File: config.mk
export PLATFORM = sky130hd
export DESIGN_NAME = ddr5_ca_driver
export DESIGN_NICKNAME = d
export VERILOG_FILES = /design/src/rtl/ddr5_ca_driver.sv
export SDC_FILE = /design/constraint.sdc
export NUM_CORES = 1
export LEC_CHECK = 0
export CAP_MARGIN = 20
export CORE_UTILIZATION = 63
export CTS_BUF_LIST = sky130_fd_sc_hd__clkbuf_8
export CTS_CLUSTER_SIZE = 25
export DETAILED_ROUTE_END_ITERATION = 6
export PLACE_DENSITY = 0.95
export SETUP_SLACK_MARGIN = 0.3
export SYNTH_ARGS = -nofsm -noshare
export SYNTH_HDL_FRONTEND = slang
export SYNTH_SLANG_ARGS = --single-unit
File: constraint.sdc
create_clock -name dfi_phy_clk -period 3.7 [get_ports dfi_phy_clk]
set_clock_uncertainty 0.15 [all_clocks]
set_input_delay 1.11 -clock dfi_phy_clk [delete_from_list [all_inputs] [get_ports dfi_phy_clk]]
set_output_delay 1.11 -clock dfi_phy_clk [all_outputs]
set_load 0.02 [all_outputs]
File: src/rtl/ddr5_ca_driver.sv
// DDR5 CA launcher: buffers DFI commands and serialises 1/2-beat
// commands onto the CA bus with an optional idle gap between commands.
module ddr5_ca_driver #(
    parameter int CA_WIDTH   = 14,
    parameter int FIFO_DEPTH = 4,
    parameter int MIN_GAP    = 0,
    parameter int CNT_WIDTH  = 16
) (
    input  logic                  dfi_phy_clk,
    input  logic                  rst_n,
    input  logic                  cmd_valid_i,
    output logic                  cmd_ready_o,
    input  logic [2*CA_WIDTH-1:0] cmd_ca_i,
    input  logic                  cmd_two_cyc_i,
    output logic [CA_WIDTH-1:0]   CA_DA_o,
    output logic                  CS_DA_o,
    output logic                  CA_VALID_DA_o,
    output logic                  busy_o,
    output logic [CNT_WIDTH-1:0]  cmd_count_o
);

    localparam int AW = $clog2(FIFO_DEPTH);
    localparam int EW = 2 * CA_WIDTH + 1;
    localparam int GW = (MIN_GAP > 0) ? $clog2(MIN_GAP + 1) : 1;
    localparam logic [GW-1:0] GAP_LOAD = GW'(MIN_GAP);

    typedef enum logic [1:0] {
        IDLE,
        CYC2,
        GAP
    } state_t;

    state_t state, state_n;
    logic [GW-1:0] gap, gap_n;

    logic [EW-1:0] mem [FIFO_DEPTH];
    logic [AW:0] wptr, rptr;
    logic full, empty, push, pop;
    logic [EW-1:0] head;
    logic head_two;
    logic [CA_WIDTH-1:0] head_b1, head_b2;

    logic [CA_WIDTH-1:0] b2_q, b2_n;
    logic [CA_WIDTH-1:0] ca_n;
    logic cs_n, vld_n;

    assign full  = (wptr[AW] != rptr[AW]) &&
                   (wptr[AW-1:0] == rptr[AW-1:0]);
    assign empty = (wptr == rptr);
    assign push  = cmd_valid_i & ~full;

    assign cmd_ready_o = ~full;
    assign busy_o      = ~empty | (state != IDLE);

    assign head     = mem[rptr[AW-1:0]];
    assign head_two = head[EW-1];
    assign head_b1  = head[CA_WIDTH-1:0];
    assign head_b2  = head[2*CA_WIDTH-1:CA_WIDTH];

    // Storage needs no reset; the pointers define what is valid.
    always_ff @(posedge dfi_phy_clk) begin
        if (push)
            mem[wptr[AW-1:0]] <= {cmd_two_cyc_i, cmd_ca_i};
    end

    always_ff @(posedge dfi_phy_clk or negedge rst_n) begin
        if (!rst_n) begin
            wptr <= '0;
            rptr <= '0;
        end else begin
            if (push)
                wptr <= wptr + 1'b1;
            if (pop)
                rptr <= rptr + 1'b1;
        end
    end

    always_ff @(posedge dfi_phy_clk or negedge rst_n) begin
        if (!rst_n) begin
            state         <= IDLE;
            gap           <= '0;
            b2_q          <= '0;
            CA_DA_o       <= '0;
            CS_DA_o       <= 1'b1;
            CA_VALID_DA_o <= 1'b0;
            cmd_count_o   <= '0;
        end else begin
            state         <= state_n;
            gap           <= gap_n;
            b2_q          <= b2_n;
            CA_DA_o       <= ca_n;
            CS_DA_o       <= cs_n;
            CA_VALID_DA_o <= vld_n;
            if (pop)
                cmd_count_o <= cmd_count_o + 1'b1;
        end
    end

    always_comb begin
        state_n = state;
        gap_n   = gap;
        pop     = 1'b0;
        unique case (state)
            IDLE: begin
                if (!empty && gap == '0) begin
                    pop = 1'b1;
                    if (head_two) begin
                        state_n = CYC2;
                    end else if (MIN_GAP > 0) begin
                        state_n = GAP;
                        gap_n   = GAP_LOAD;
                    end
                end
            end
            CYC2: begin
                if (MIN_GAP > 0) begin
                    state_n = GAP;
                    gap_n   = GAP_LOAD;
                end else begin
                    state_n = IDLE;
                end
            end
            GAP: begin
                // Counter holds the deselect cycles still owed.
                if (gap != '0)
                    gap_n = gap - GW'(1);
                if (gap <= GW'(1))
                    state_n = IDLE;
            end
            default: state_n = IDLE;
        endcase
    end

    always_comb begin
        ca_n  = '0;
        cs_n  = 1'b1;
        vld_n = 1'b0;
        b2_n  = b2_q;
        unique case (state)
            IDLE: begin
                if (pop) begin
                    ca_n  = head_b1;
                    cs_n  = 1'b0;
                    vld_n = 1'b1;
                    b2_n  = head_b2;
                end
            end
            CYC2: begin
                ca_n  = b2_q;
                vld_n = 1'b1;
            end
            default: ;
        endcase
    end

endmodule

==> results.cfg, run 1 <==
[run_status]
status = finished clean

[floorplanning]
die_w_um = 103
io_pins = 66
rows = 36
die_height_um = 103
die-area_sq_um = 10500
core-area_sq_um = 9770
initial_core_util = 0.653

[global_route]
grt_max_degree = 32
gr-usage-all-layers = 0.246
antenna_found_initial = 0
grt_overflow_total = 0
grt_pass1_wl_um = 17900
grt_pass1_vias = 3297

[timing]
slew_headroom = 0.362
max_slew.worst_pin.slew_ns = 0.957
setup_viol = 0
tns_ns = 0
fin_hold_ws_ns = 0.321
hold_viol_final = 0
clock.fmax_mhz = 304
period_minus_slack_ns = 3.29
drv_slew = 0
timing.final.crit_share = 0.890
rsz0062_at_grt = false
fin_ws_ns = 0.407

[cts]
cts_tree = done
cts-root-buf = clkbuf_8
clock_latency_ns = 0.45
htreeDepth = 4
cts_setup_buffers = 0
cts_sinks = 169
numCtsBuffers = 17
cts_buffer_depth = 2
cts.clk_slew.worst_paths_ns = 0.09

[logic_synthesis]
seq_area_frac_synth = 0.754
synth_cells = 307
synth_most_common_cell = edfxtp_1
ys.warnings.count = 0
syn-cell-area_sq_um = 6380
synth_edf_count = 116
yosysUniqueCellTypes = 25
ys_ff_latch = 169
synth_top_area_cell = edfxtp_1
ys.flop_type = edfxtp_1
ys_top_cells_by_area = edfxtp_1 55%, dfrtp_1 20%, mux4_2 10%
synthArstFlopShare = 0.314
syn_nets = 345
synth_top_area_frac = 0.546
synth_common_cells = 116 x edfxtp_1, 52 x dfrtp_1, 29 x mux4_2, 16 x mux2_2, 15 x xnor2_1
synth_area_per_cell_sq_um = 20.8

[cells_and_area]
syn2layout_area_growth_pct = 19.8
antennaDiodeCount = 0
final_cells = 536
regArea_sq_um = 4810
n_fill_cell = 522
multiInputGateArea_sq_um = 1530
fin_nets = 428
drive_above_1_share = 0.241

[drt]
dr.pass1.iters = 4
drtIter0Drc = 187
detail_route.wl_per_cell_um = 21.4
detail-route-antenna-nets = 0
postRouteWirelength_um = 11500
routed-via-count = 3134
drc_errors = 0
routed_via_density = 5.85

[critical_path]
r2r-start = wptr[0]
max_stage_delay_ns = 0.59
required_ns = 2.44
crit_path_cell_trace = xnor2_4, nand4b_1, clkdlybuf4s50_1
start_kind = register
endpoint_kind = output port
cp-startpoint = wptr[1]
crit_fanout = 5
critPathArrivalTime_ns = 2.03
path_buf_inv = 1
path_delay_family = buffers and inverters
slowest_stage = clkdlybuf4s50_1
path_class = register to output port

[power]
p_leak_uw = 0.00276
swShare = 0.336
power_density_nw_per_um2 = 840
seqPwrFrac = 0.448
p_sw_uw = 2160
vdd_drop_max_mv = 0.407
internal_power_uw = 4260
clkPwrFrac = 0.193
power_frac_comb = 0.359

[place]
port_buffers = 65
place_ws_ns = 0.769
dp_hpwl_um = 7270
gp_congestion = 0.765
dp.cells = 504

[min_path]
hold_class = register to register
worstHoldStart = cmd_count_o[15]

[flow_run]
max_cap_violations = 0
cells by family after synthesis:
family	synth area share
compound gates	0.0267
flops	0.754
buf+inv	0.0122
simple gates	0.0292
fa+ha+maj	0.0118
mux	0.132
xor+xnor	0.0337
cells in the final DEF, fill, tap and decap left out, types with 2 or more instances in the layout:
cell type / count
xnor2_1: 15
mux4_2: 29
nand2_1: 7
ha_1: 6
inv_8: 3
mux2_2: 16
a22o_1: 14
and4_1: 3
nand4_1: 3
and3_1: 8
clkdlybuf4s50_1: 63
inv_1: 3
and2_1: 3
clkbuf_8: 17
inv_6: 6
clkinv_2: 2
edfxtp_1: 116
nand3_1: 6
buf_4: 12
clkinv_8: 3
xor2_1: 4
dfrtp_1: 51
xnor2_4: 3
area by class of cell:
cell class,instances,share of cell area
clock buffer,17,0.0306
timing repair buffer,77,0.0966
clock inverter,15,0.0201
multi-input combinational,122,0.200
sequential,169,0.630
inverter,3,0.00147
tap,133,0.0218
what timing repair did:
action | CTS | global route
resized for setup | 3 | 1
setup endpoints to repair | 1 | 1
pin swaps | 0 | 0
cloned | 0 | 0
hold buffers | 0 | 0
worst paths after layout:
path / end / slack (ns) / depth (start not counted)
setup / recovery: busy_o / 0.41 / 3
hold / removal: cmd_count_o[15] / 0.32 / 1
setup reg to reg: rptr[1] / 1.16 / 4
hold reg to reg: cmd_count_o[15] / 0.32 / 1
max in group asynchronous: CS_DA_o / 2.28 / 2
min in group asynchronous: rptr[2] / 0.43 / 1
routing by layer:
metal  global-route usage  wire (um)
met5                    0          0
met3               0.0603        711
met2                0.398       6150
met4                0.104        233
met1                0.325       4380
power groups by stage:
stage	Clock [uW]	Sequential (uW)	Combinational, uW
after global routing	1340	2920	2470
after CTS	1270	2870	2330
after detailed placement	0	2890	2270
after floorplan	0	2970	1430
after global placement	0	2840	2180
final	1240	2870	2300
registers in the layout, indices dropped and copies added, names as in the netlist:
| register | cells |
|---|---|
| CA_DA_o | 14 |
| CA_VALID_DA_o | 1 |
| b2_q | 14 |
| cmd_count_o | 16 |
| rptr | 3 |
| mem | 116 |
| state | 1 |
| CS_DA_o | 1 |
| wptr | 3 |
through the flow:
| stage | instance area (sq um) | utilization | total power (uW) |
|---|---|---|---|
| CTS | 7640 | 0.781 | 6460 |
| finish | 7640 | 0.782 | 6410 |
| global route | 7640 | 0.782 | 6740 |
| floorplan | 6380 | - | 4400 |
| detailed placement | 7220 | 0.738 | 5160 |
| global placement | 7220 | 0.738 | 5020 |
(Power assumes the default switching activity.)
==> inputs of run 2 (changes only) <==
--- a/config.mk
+++ b/config.mk
@@ -12,6 +12,7 @@
 export DETAILED_ROUTE_END_ITERATION = 6
 export PLACE_DENSITY = 0.95
 export SETUP_SLACK_MARGIN = 0.3
+export SLEW_MARGIN = 0
 export SYNTH_ARGS = -nofsm -noshare
 export SYNTH_HDL_FRONTEND = slang
 export SYNTH_SLANG_ARGS = --single-unit
==> results of run 2 <==
The final DEF is identical to that of run 1; final timing and power are the same.
==> inputs of run 3 (changes only) <==
--- a/config.mk
+++ b/config.mk
@@ -12,7 +12,6 @@
 export DETAILED_ROUTE_END_ITERATION = 6
 export PLACE_DENSITY = 0.95
 export SETUP_SLACK_MARGIN = 0.3
-export SLEW_MARGIN = 0
 export SYNTH_ARGS = -nofsm -noshare
 export SYNTH_HDL_FRONTEND = slang
 export SYNTH_SLANG_ARGS = --single-unit
==> results of run 3 <==
The final DEF is identical to that of run 1; final timing and power are the same.
